<file path="src/rtl/d_div2.sv">
// ============================================================================
// Module   : d_div2
// Brief    : 32/16 unsigned restoring divider, one quotient bit per cycle.
// Revision : 1.0
// ============================================================================
`default_nettype none

module d_div2 (
    input  logic        clk,
    input  logic        rst_n,
    input  logic        start,
    input  logic [31:0] dividend,
    input  logic [15:0] divisor,
    output logic [15:0] quotient,
    output logic [15:0] remainder,
    output logic        busy,
    output logic        done,
    output logic        err
);

    typedef enum logic [1:0] {
        IDLE = 2'd0,
        CALC = 2'd1,
        DONE = 2'd2
    } state_t;

    state_t      r_state;
    state_t      w_next;
    logic [3:0]  r_cnt;
    logic [16:0] r_prem;
    logic [15:0] r_low;
    logic [15:0] r_div;
    logic [15:0] r_quot;
    logic [15:0] r_rem;
    logic        r_err;

    logic        w_err_in;
    logic        w_last;
    logic [16:0] w_shift;
    logic [16:0] w_diff;
    logic        w_qbit;
    logic [16:0] w_prem_nx;

    // Quotient fits in 16 bits only when the upper dividend half is below the divisor.
    assign w_err_in  = (divisor == 16'd0) || (dividend[31:16] >= divisor);
    assign w_last    = (r_cnt == 4'd15);

    // r_prem[16] stands for the bit shifted out of w_shift; if set, the trial always succeeds.
    assign w_shift   = {r_prem[15:0], r_low[15]};
    assign w_diff    = w_shift - {1'b0, r_div};
    assign w_qbit    = r_prem[16] | (w_shift >= {1'b0, r_div});
    assign w_prem_nx = w_qbit ? w_diff : w_shift;

    always_ff @(posedge clk or negedge rst_n) begin
        if (!rst_n) begin
            r_state <= IDLE;
        end else begin
            r_state <= w_next;
        end
    end

    always_comb begin
        w_next = r_state;
        case (r_state)
            IDLE: begin
                if (start) begin
                    w_next = w_err_in ? DONE : CALC;
                end
            end
            CALC: begin
                if (w_last) begin
                    w_next = DONE;
                end
            end
            DONE:    w_next = IDLE;
            default: w_next = IDLE;
        endcase
    end

    always_ff @(posedge clk or negedge rst_n) begin
        if (!rst_n) begin
            r_cnt  <= 4'd0;
            r_prem <= 17'd0;
            r_low  <= 16'd0;
            r_div  <= 16'd0;
            r_quot <= 16'd0;
            r_rem  <= 16'd0;
            r_err  <= 1'b0;
        end else begin
            case (r_state)
                IDLE: begin
                    if (start) begin
                        r_div  <= divisor;
                        r_cnt  <= 4'd0;
                        r_prem <= {1'b0, dividend[31:16]};
                        r_low  <= dividend[15:0];
                        if (w_err_in) begin
                            r_quot <= 16'hFFFF;
                            r_rem  <= dividend[15:0];
                            r_err  <= 1'b1;
                        end
                    end
                end
                CALC: begin
                    // r_low doubles as the quotient shift register as dividend bits drain out.
                    r_prem <= w_prem_nx;
                    r_low  <= {r_low[14:0], w_qbit};
                    r_cnt  <= r_cnt + 4'd1;
                    if (w_last) begin
                        r_quot <= {r_low[14:0], w_qbit};
                        r_rem  <= w_prem_nx[15:0];
                        r_err  <= 1'b0;
                    end
                end
                default: begin
                end
            endcase
        end
    end

    assign quotient  = r_quot;
    assign remainder = r_rem;
    assign err       = r_err;
    assign busy      = (r_state == CALC);
    assign done      = (r_state == DONE);

endmodule

`default_nettype wire

</file>
<file path="config.mk">
export PLATFORM = sky130hd
export DESIGN_NAME = d_div2
export DESIGN_NICKNAME = d
export VERILOG_FILES = /design/src/rtl/d_div2.sv
export SDC_FILE = /design/constraint.sdc
export NUM_CORES = 1
export LEC_CHECK = 0
export ABC_AREA = 1
export BUFFER_PORTS_ARGS = -buffer_cell sky130_fd_sc_hd__buf_4
export CAP_MARGIN = 10
export CORE_MARGIN = 1
export CORE_UTILIZATION = 30
export DETAILED_ROUTE_END_ITERATION = 8
export PLACE_DENSITY_LB_ADDON = 0.15
export SYNTH_ARGS = -nofsm -noshare
export SYNTH_HDL_FRONTEND = slang
export SYNTH_SLANG_ARGS = --single-unit
</file>
<file path="constraint.sdc">
create_clock -name clk -period 3.81 [get_ports clk]
set_input_delay 0.381 -clock clk [delete_from_list [all_inputs] [get_ports clk]]
set_output_delay 0.381 -clock clk [all_outputs]
set_load 0.005 [all_outputs]
</file>
==> impl_metrics.json, run 1 <==
{
  "finalSetupViolCount": 0,
  "slew_violations": 0,
  "antennaDiodeCount": 0,
  "clk_path_buf_depth": 2,
  "dpl.hpwl_um": 12600,
  "maxCapViolations": 0,
  "cts_tree": "built",
  "htree_levels": 3,
  "numCtsBuffers": 9,
  "holdBufCountCts": 0,
  "cp.arrival_ns": 2.78,
  "grt-ovfl-total": 0,
  "wire_per_inst_um": 15.2,
  "synthFlopType": "dfrtp_1",
  "die_h_um": 140,
  "run_status": "completed",
  "yosysWarnings": 0,
  "path_max_fanout": 18,
  "place_congestion": 0.865,
  "design.portCount": 86,
  "syn-num-nets": 889,
  "grt_start_max_net_pins": 76,
  "drc": 0,
  "viasPerCell": 4.69,
  "grt_antenna_before_repair": 0,
  "portBuffers": 85,
  "yosysTopAreaCellShare": 0.388,
  "finalCritPeriodShare": 0.669,
  "crit_path_end_kind": "flip-flop",
  "start_util": 0.311,
  "critical_path_class": "reg -> reg",
  "leakagePower_nw": 3.74,
  "layout.cells.most_common": "nand2_1",
  "synth_cells": 804,
  "ctsResizeCount": 0,
  "clk_pin_slew_ns": 0.07,
  "synth_area_leader_cell": "dfrtp_1",
  "async_reset_ff_frac": 1.00,
  "slew_headroom": 0.326,
  "grt_pass1_vias": 5022,
  "final_layout_size_suffix_gt1_frac": 0.154,
  "multi_input_area_um2": 2880,
  "worst_slew_pin_slew_ns": 1.01,
  "post_dp_cell_area_um2": 6510,
  "cts_setup_buffers": 0,
  "finalSetupTns_ns": 0,
  "cp-start-kind": "flip-flop",
  "clock-root-buffer": "clkbuf_16",
  "drtPass1Iterations": 4,
  "grt_pass1_wl_um": 27300,
  "die_w_um": 140,
  "ant_nets": 0,
  "synthTopCellsByArea": "dfrtp_1 (39%), nand2_1 (19%), inv_1 (7.7%), ha_1 (7.3%), o21ai_0 (5.6%)",
  "nNetsFinal": 963,
  "drtIter0Drc": 272,
  "skew_ns": 0.00952,
  "period_needed_ns": 2.55,
  "max_freq_ghz": 0.392,
  "areaGrowthSynthToFinish_pct": 19.8,
  "ys_ff_latch": 88,
  "power.density_nw_per_um2": 980,
  "rsz0062_at_grt": "no",
  "hp-class": "in -> async",
  "rows": 49,
  "ir_drop_v": 0.000310,
  "coreArea_um2": 18300,
  "fin_area_um2": 6800,
  "clkSinkCount": 88,
  "grt_use_total": 0.182,
  "synth_edf_count": 0,
  "dieArea_um2": 19500,
  "final-seq-area_um2": 2200,
  "yosysUniqueCellTypes": 36,
  "vias": 5216,
  "finalHoldViolCount": 0,
  "avgSynthCellArea_um2": 7.06,
  "required_ns": 4.04,
  "mostFrequentLayoutCells": "nand2_1 (288), inv_1 (117), buf_4 (91)",
  "fillCellCount": 2054,
  "netlist_area_um2": 5670,
  "clkLatencyLatePin_ns": 0.35,
  "wl_um": 16900,
  "ys_seq_area_frac": 0.388
}
==> synthesized netlist by cell type (3+ instances only) <==
master    count
nand2_1     288
inv_1       117
dfrtp_1      88
o21ai_0      64
nand3_1      59
ha_1         33
nand4_1      25
nor2_1       25
a21oi_1      19
clkbuf_1     15
buf_2         7
nand3_2       7
or2_1         7
or2_2         7
xor2_1        6
inv_2         5
buf_4         3
o21ai_1       3
==> final timing paths <==
path / from / to / slack [ns] / cells past startpoint
min: rst_n / remainder[9]$_DFFE_PN0P_ / 0.19 / 1
min in group clk: divisor[13] / r_div[13]$_DFFE_PN0P_ / 0.34 / 3
max reg2reg: r_prem[11]$_DFFE_PN0P_ / remainder[9]$_DFFE_PN0P_ / 1.26 / 13
max: r_prem[11]$_DFFE_PN0P_ / remainder[9]$_DFFE_PN0P_ / 1.26 / 13
max in group asynchronous: rst_n / r_low[2]$_DFFE_PN0P_ / 2.80 / 2
min reg2reg: remainder[3]$_DFFE_PN0P_ / remainder[3]$_DFFE_PN0P_ / 0.48 / 2
==> area by class of cell <==
cell class / instances / share of cell area
sequential: 88 / 0.324
timing repair buffer: 91 / 0.100
clock inverter: 6 / 0.00736
inverter: 122 / 0.0673
clock buffer: 10 / 0.0351
tap: 229 / 0.0421
multi-input combinational: 566 / 0.424
==> report_power, final <==
group / internal, mW / switching (mW)
logic: 1.48 / 2.60
registers: 1.41 / 0.300
clock network: 0.467 / 0.406
total: 3.35 / 3.31
==> registers in the layout, indices dropped and copies added (netlist names) <==
| signal | flops |
|---|---|
| r_prem | 17 |
| quotient | 16 |
| r_div | 16 |
| r_low | 16 |
| remainder | 16 |
| r_cnt | 4 |
| r_state | 2 |
| err | 1 |
==> stage by stage <==
| step | setup WS (ns) | utilization | hold slack [ns] | power, mW | std cells |
|---|---|---|---|---|---|
| after detailed placement | 1.25 | 0.356 | 0.468 | 5.81 | 1096 |
| after global placement | 1.26 | 0.356 | 0.465 | 5.81 | 1096 |
| after CTS | 1.25 | 0.372 | 0.250 | 6.72 | 1112 |
| final | 1.26 | 0.372 | 0.194 | 6.66 | 1112 |
| after floorplan | 1.88 | - | 0.0854 | 4.58 | 804 |
| after global routing | 1.07 | 0.372 | 0.302 | 7.38 | 1112 |
==> worst max-delay path: stages, from the launching register on <==
cell and delay (ns):
dfrtp_1 0.41, ha_1 0.38, nand2_1 0.20, inv_1 0.06, nand2_1 0.06, nand2_1 0.04
a21oi_1 0.23, nand2_2 0.11, nand2_4 0.24, nand2_4 0.23, nand3_1 0.18, nand3_1 0.14
nand2_1 0.10, nand2_1 0.05
==> routing by layer <==
| metal | track usage | share of wire | up-vias |
|---|---|---|---|
| met3 | 0.0224 | 0.029 | 14 |
| met4 | 0.0503 | 0.014 | 0 |
| met5 | 0 | 0 | - |
| met2 | 0.275 | 0.43 | 90 |
| met1 | 0.271 | 0.53 | 2408 |
| li1 | - | - | 2704 |
==> cells by family after synthesis <==
kind of cell | after synthesis | synth area share
AO/OA/AOI/OAI | 93 | 0.0849
adder cells (fa/ha/maj) | 34 | 0.0763
AND/OR/NAND/NOR | 432 | 0.335
flip-flops | 88 | 0.388
XOR/XNOR | 7 | 0.0108
buffers and inverters | 150 | 0.105
Note: power is estimated with default switching activity, not from simulation.
==> run 2, diff against run 1 <==
Settings changed: ABC_AREA 1 to 0.
Clock period 3.81 ns to 2.4 ns, I/O delays scaled along.
==> run 2 against run 1 <==
The flow now finishes with violations (negative setup slack). Via count is 4.8% lower. Sequential power rose by 61%. Critical endpoint is now r_prem[9]$_DFFE_PN0P_. Area after synthesis is 7.8% lower. Synthesized cell count decreased by 26%. Power grew 110%. Clock power rose by 59%.
==> impl_metrics.json, run 2 <==
{
  "clock-root-buffer": "clkbuf_16",
  "largest-register": "r_prem",
  "yosysTopAreaCellShare": 0.421,
  "htree_levels": 3,
  "stdcell_count": 991,
  "cp-start-kind": "flip-flop",
  "crit_path_end_kind": "flip-flop",
  "synth_area_leader_cell": "dfrtp_1",
  "synthTopCellsByArea": "dfrtp_1 (42%), ha_1 (7.9%), nand2_1 (5.5%), o21ai_0 (4.8%), mux2i_1 (4.0%)",
  "portBuffers": 85,
  "grt_pass1_vias": 4905,
  "yosysWarnings": 0,
  "multi_input_area_um2": 3130,
  "viasPerCell": 5.01,
  "critical_path_class": "reg -> reg",
  "period_needed_ns": 2.56,
  "die_w_um": 134,
  "wire_per_inst_um": 17.0,
  "path_max_fanout": 3,
  "leakagePower_nw": 3.74,
  "reg2reg_slack_ns": -0.16,
  "finalCritPeriodShare": 1.07,
  "drc": 0,
  "async_reset_ff_frac": 1.00,
  "grt_pass1_wl_um": 26400,
  "timing.hold.ws_ns": 0.116,
  "cts_tree": "built",
  "ys_ff_latch": 88,
  "fin_ws_ns": -0.162,
  "cp.arrival_ns": 2.80,
  "design.portCount": 86,
  "hp-class": "in -> reg",
  "fillCellCount": 1709,
  "worst_slew_pin_slew_ns": 0.625,
  "start_util": 0.311,
  "skew_ns": 0.00621,
  "ant_nets": 0,
  "ys_seq_area_frac": 0.421,
  "layout.cells.most_common": "buf_4",
  "final-seq-area_um2": 2200,
  "netlist_area_um2": 5230,
  "post_dp_cell_area_um2": 6730,
  "reg2regPathDepth": 12,
  "hold_start": "divisor[10]",
  "synthFlopType": "dfrtp_1",
  "grt-ovfl-total": 0,
  "nNetsFinal": 851,
  "yosys.cell_count.top_type": "dfrtp_1",
  "hold_depth": 3,
  "avgSynthCellArea_um2": 8.84,
  "finalSetupViolCount": 26,
  "dieArea_um2": 18000,
  "syn-num-nets": 677,
  "timing.critical_path.from": "r_prem[11]$_DFFE_PN0P_",
  "synth_cells": 592,
  "power.density_nw_per_um2": 1810,
  "antennaDiodeCount": 0,
  "coreArea_um2": 16800,
  "synth_edf_count": 0,
  "place_congestion": 0.899,
  "die_h_um": 134,
  "wl_um": 16900,
  "finalHoldViolCount": 0,
  "yosysUniqueCellTypes": 56,
  "max_freq_ghz": 0.390,
  "areaGrowthSynthToFinish_pct": 45.5,
  "power_mw": 13.8,
  "final_layout_size_suffix_gt1_frac": 0.368,
  "dp.cells": 958,
  "rsz0062_at_grt": "yes",
  "finalSetupTns_ns": -2.13,
  "grt_use_total": 0.191,
  "synthTopCellsByCount": "dfrtp_1 (88), nand2_1 (77), nor2_1 (55)",
  "rr_startpoint": "r_prem[11]$_DFFE_PN0P_",
  "slew_violations": 0,
  "clkSinkCount": 88,
  "fin_area_um2": 7610,
  "mostFrequentLayoutCells": "buf_4 (179), dfrtp_1 (88), nand2_1 (73)",
  "drtIter0Drc": 229,
  "run_status": "complete, but fails checks",
  "maxCapViolations": 0,
  "rows": 47,
  "violations": "negative setup slack",
  "clk_pin_slew_ns": 0.07,
  "worstHoldEndpoint": "r_div[10]$_DFFE_PN0P_",
  "clk_path_buf_depth": 2,
  "ir_drop_v": 0.000652,
  "grt_antenna_before_repair": 0,
  "vias": 4966,
  "numCtsBuffers": 9,
  "clkLatencyLatePin_ns": 0.35,
  "largest_register_ff_count": 17,
  "drtPass1Iterations": 5,
  "slew_headroom": 0.582,
  "timing.rr.end": "r_prem[9]$_DFFE_PN0P_",
  "grt_start_max_net_pins": 52,
  "required_ns": 2.64,
  "dpl.hpwl_um": 12500
}
-- run 2: changes by cell type after synthesis, moves of 21 or more --
cell / change
a31oi_1: +21
inv_1: -63
nand3_1: -49
mux2i_1: +21
nor2_1: +30
nand2_1: -211
-- run 2: worst max-delay path by stage --
stage | endpoint | slack (ns)
after CTS | r_prem[9]$_DFFE_PN0P_ | -0.14
after global routing | remainder[9]$_DFFE_PN0P_ | -0.22
after floorplan | remainder[12]$_DFFE_PN0P_ | 0.03
after global placement | remainder[2]$_DFFE_PN0P_ | -0.51
after detailed placement | remainder[2]$_DFFE_PN0P_ | -0.51
final | r_prem[9]$_DFFE_PN0P_ | -0.16
-- run 2: metal layers --
layer | track usage | share of wire | vias up
li1 | - | - | 2414
met1 | 0.267 | 0.49 | 2391
met3 | 0.0272 | 0.042 | 19
met2 | 0.302 | 0.45 | 142
met5 | 0 | 0 | -
met4 | 0.0655 | 0.020 | 0
-- run 2: repair_timing --
action / in CTS / in global routing
buffers inserted: 11 / 7
hold buffers: 1 / 0
gates cloned: 0 / 1
endpoints found under the setup margin: 35 / 49
pin swaps: 26 / 25
resized for setup: 44 / 49
hold endpoints to repair: 37 / 0
-- run 2: cell type report --
class,count,share of cell area
clock buffer,12,0.0337
clock inverter,4,0.00378
inverter,54,0.0266
multi-input combinational,420,0.411
sequential,88,0.289
tap,220,0.0362
timing repair buffer,193,0.199
-- run 2: stage by stage --
stage	worst slack, ns	utilization
floorplan	0.0316	-
global placement	-0.513	0.400
detailed placement	-0.514	0.400
CTS	-0.139	0.437
global route	-0.222	0.453
finish	-0.162	0.453
-- run 2: power by group --
group | switching [mW] | leakage (nW) | internal, mW
clock network | 0.628 | 0.135 | 0.760
logic | 4.66 | 2.57 | 4.98
registers | 0.522 | 1.03 | 2.23
total | 5.81 | 3.74 | 7.98
-- run 2: cell families after synthesis --
logic type | after synthesis | share of synthesized area
AOI/OAI and AO/OA | 166 | 0.199
muxes | 29 | 0.0581
DFF | 88 | 0.421
and+or+nand+nor | 178 | 0.152
buffers and inverters | 85 | 0.0672
adders and majority gates | 34 | 0.0827
xor gates and xnor gates | 12 | 0.0201
-- run 2: worst max-delay path: stages (launching register included) --
cell and delay (ns):
dfrtp_1 0.42, ha_4 0.28, nand4_1 0.19, buf_4 0.21, nor4_4 0.20, buf_4 0.18
nor3_4 0.05, a21oi_4 0.15, buf_6 0.13, mux2i_4 0.27, buf_4 0.15, a211oi_2 0.06
a21o_1 0.15
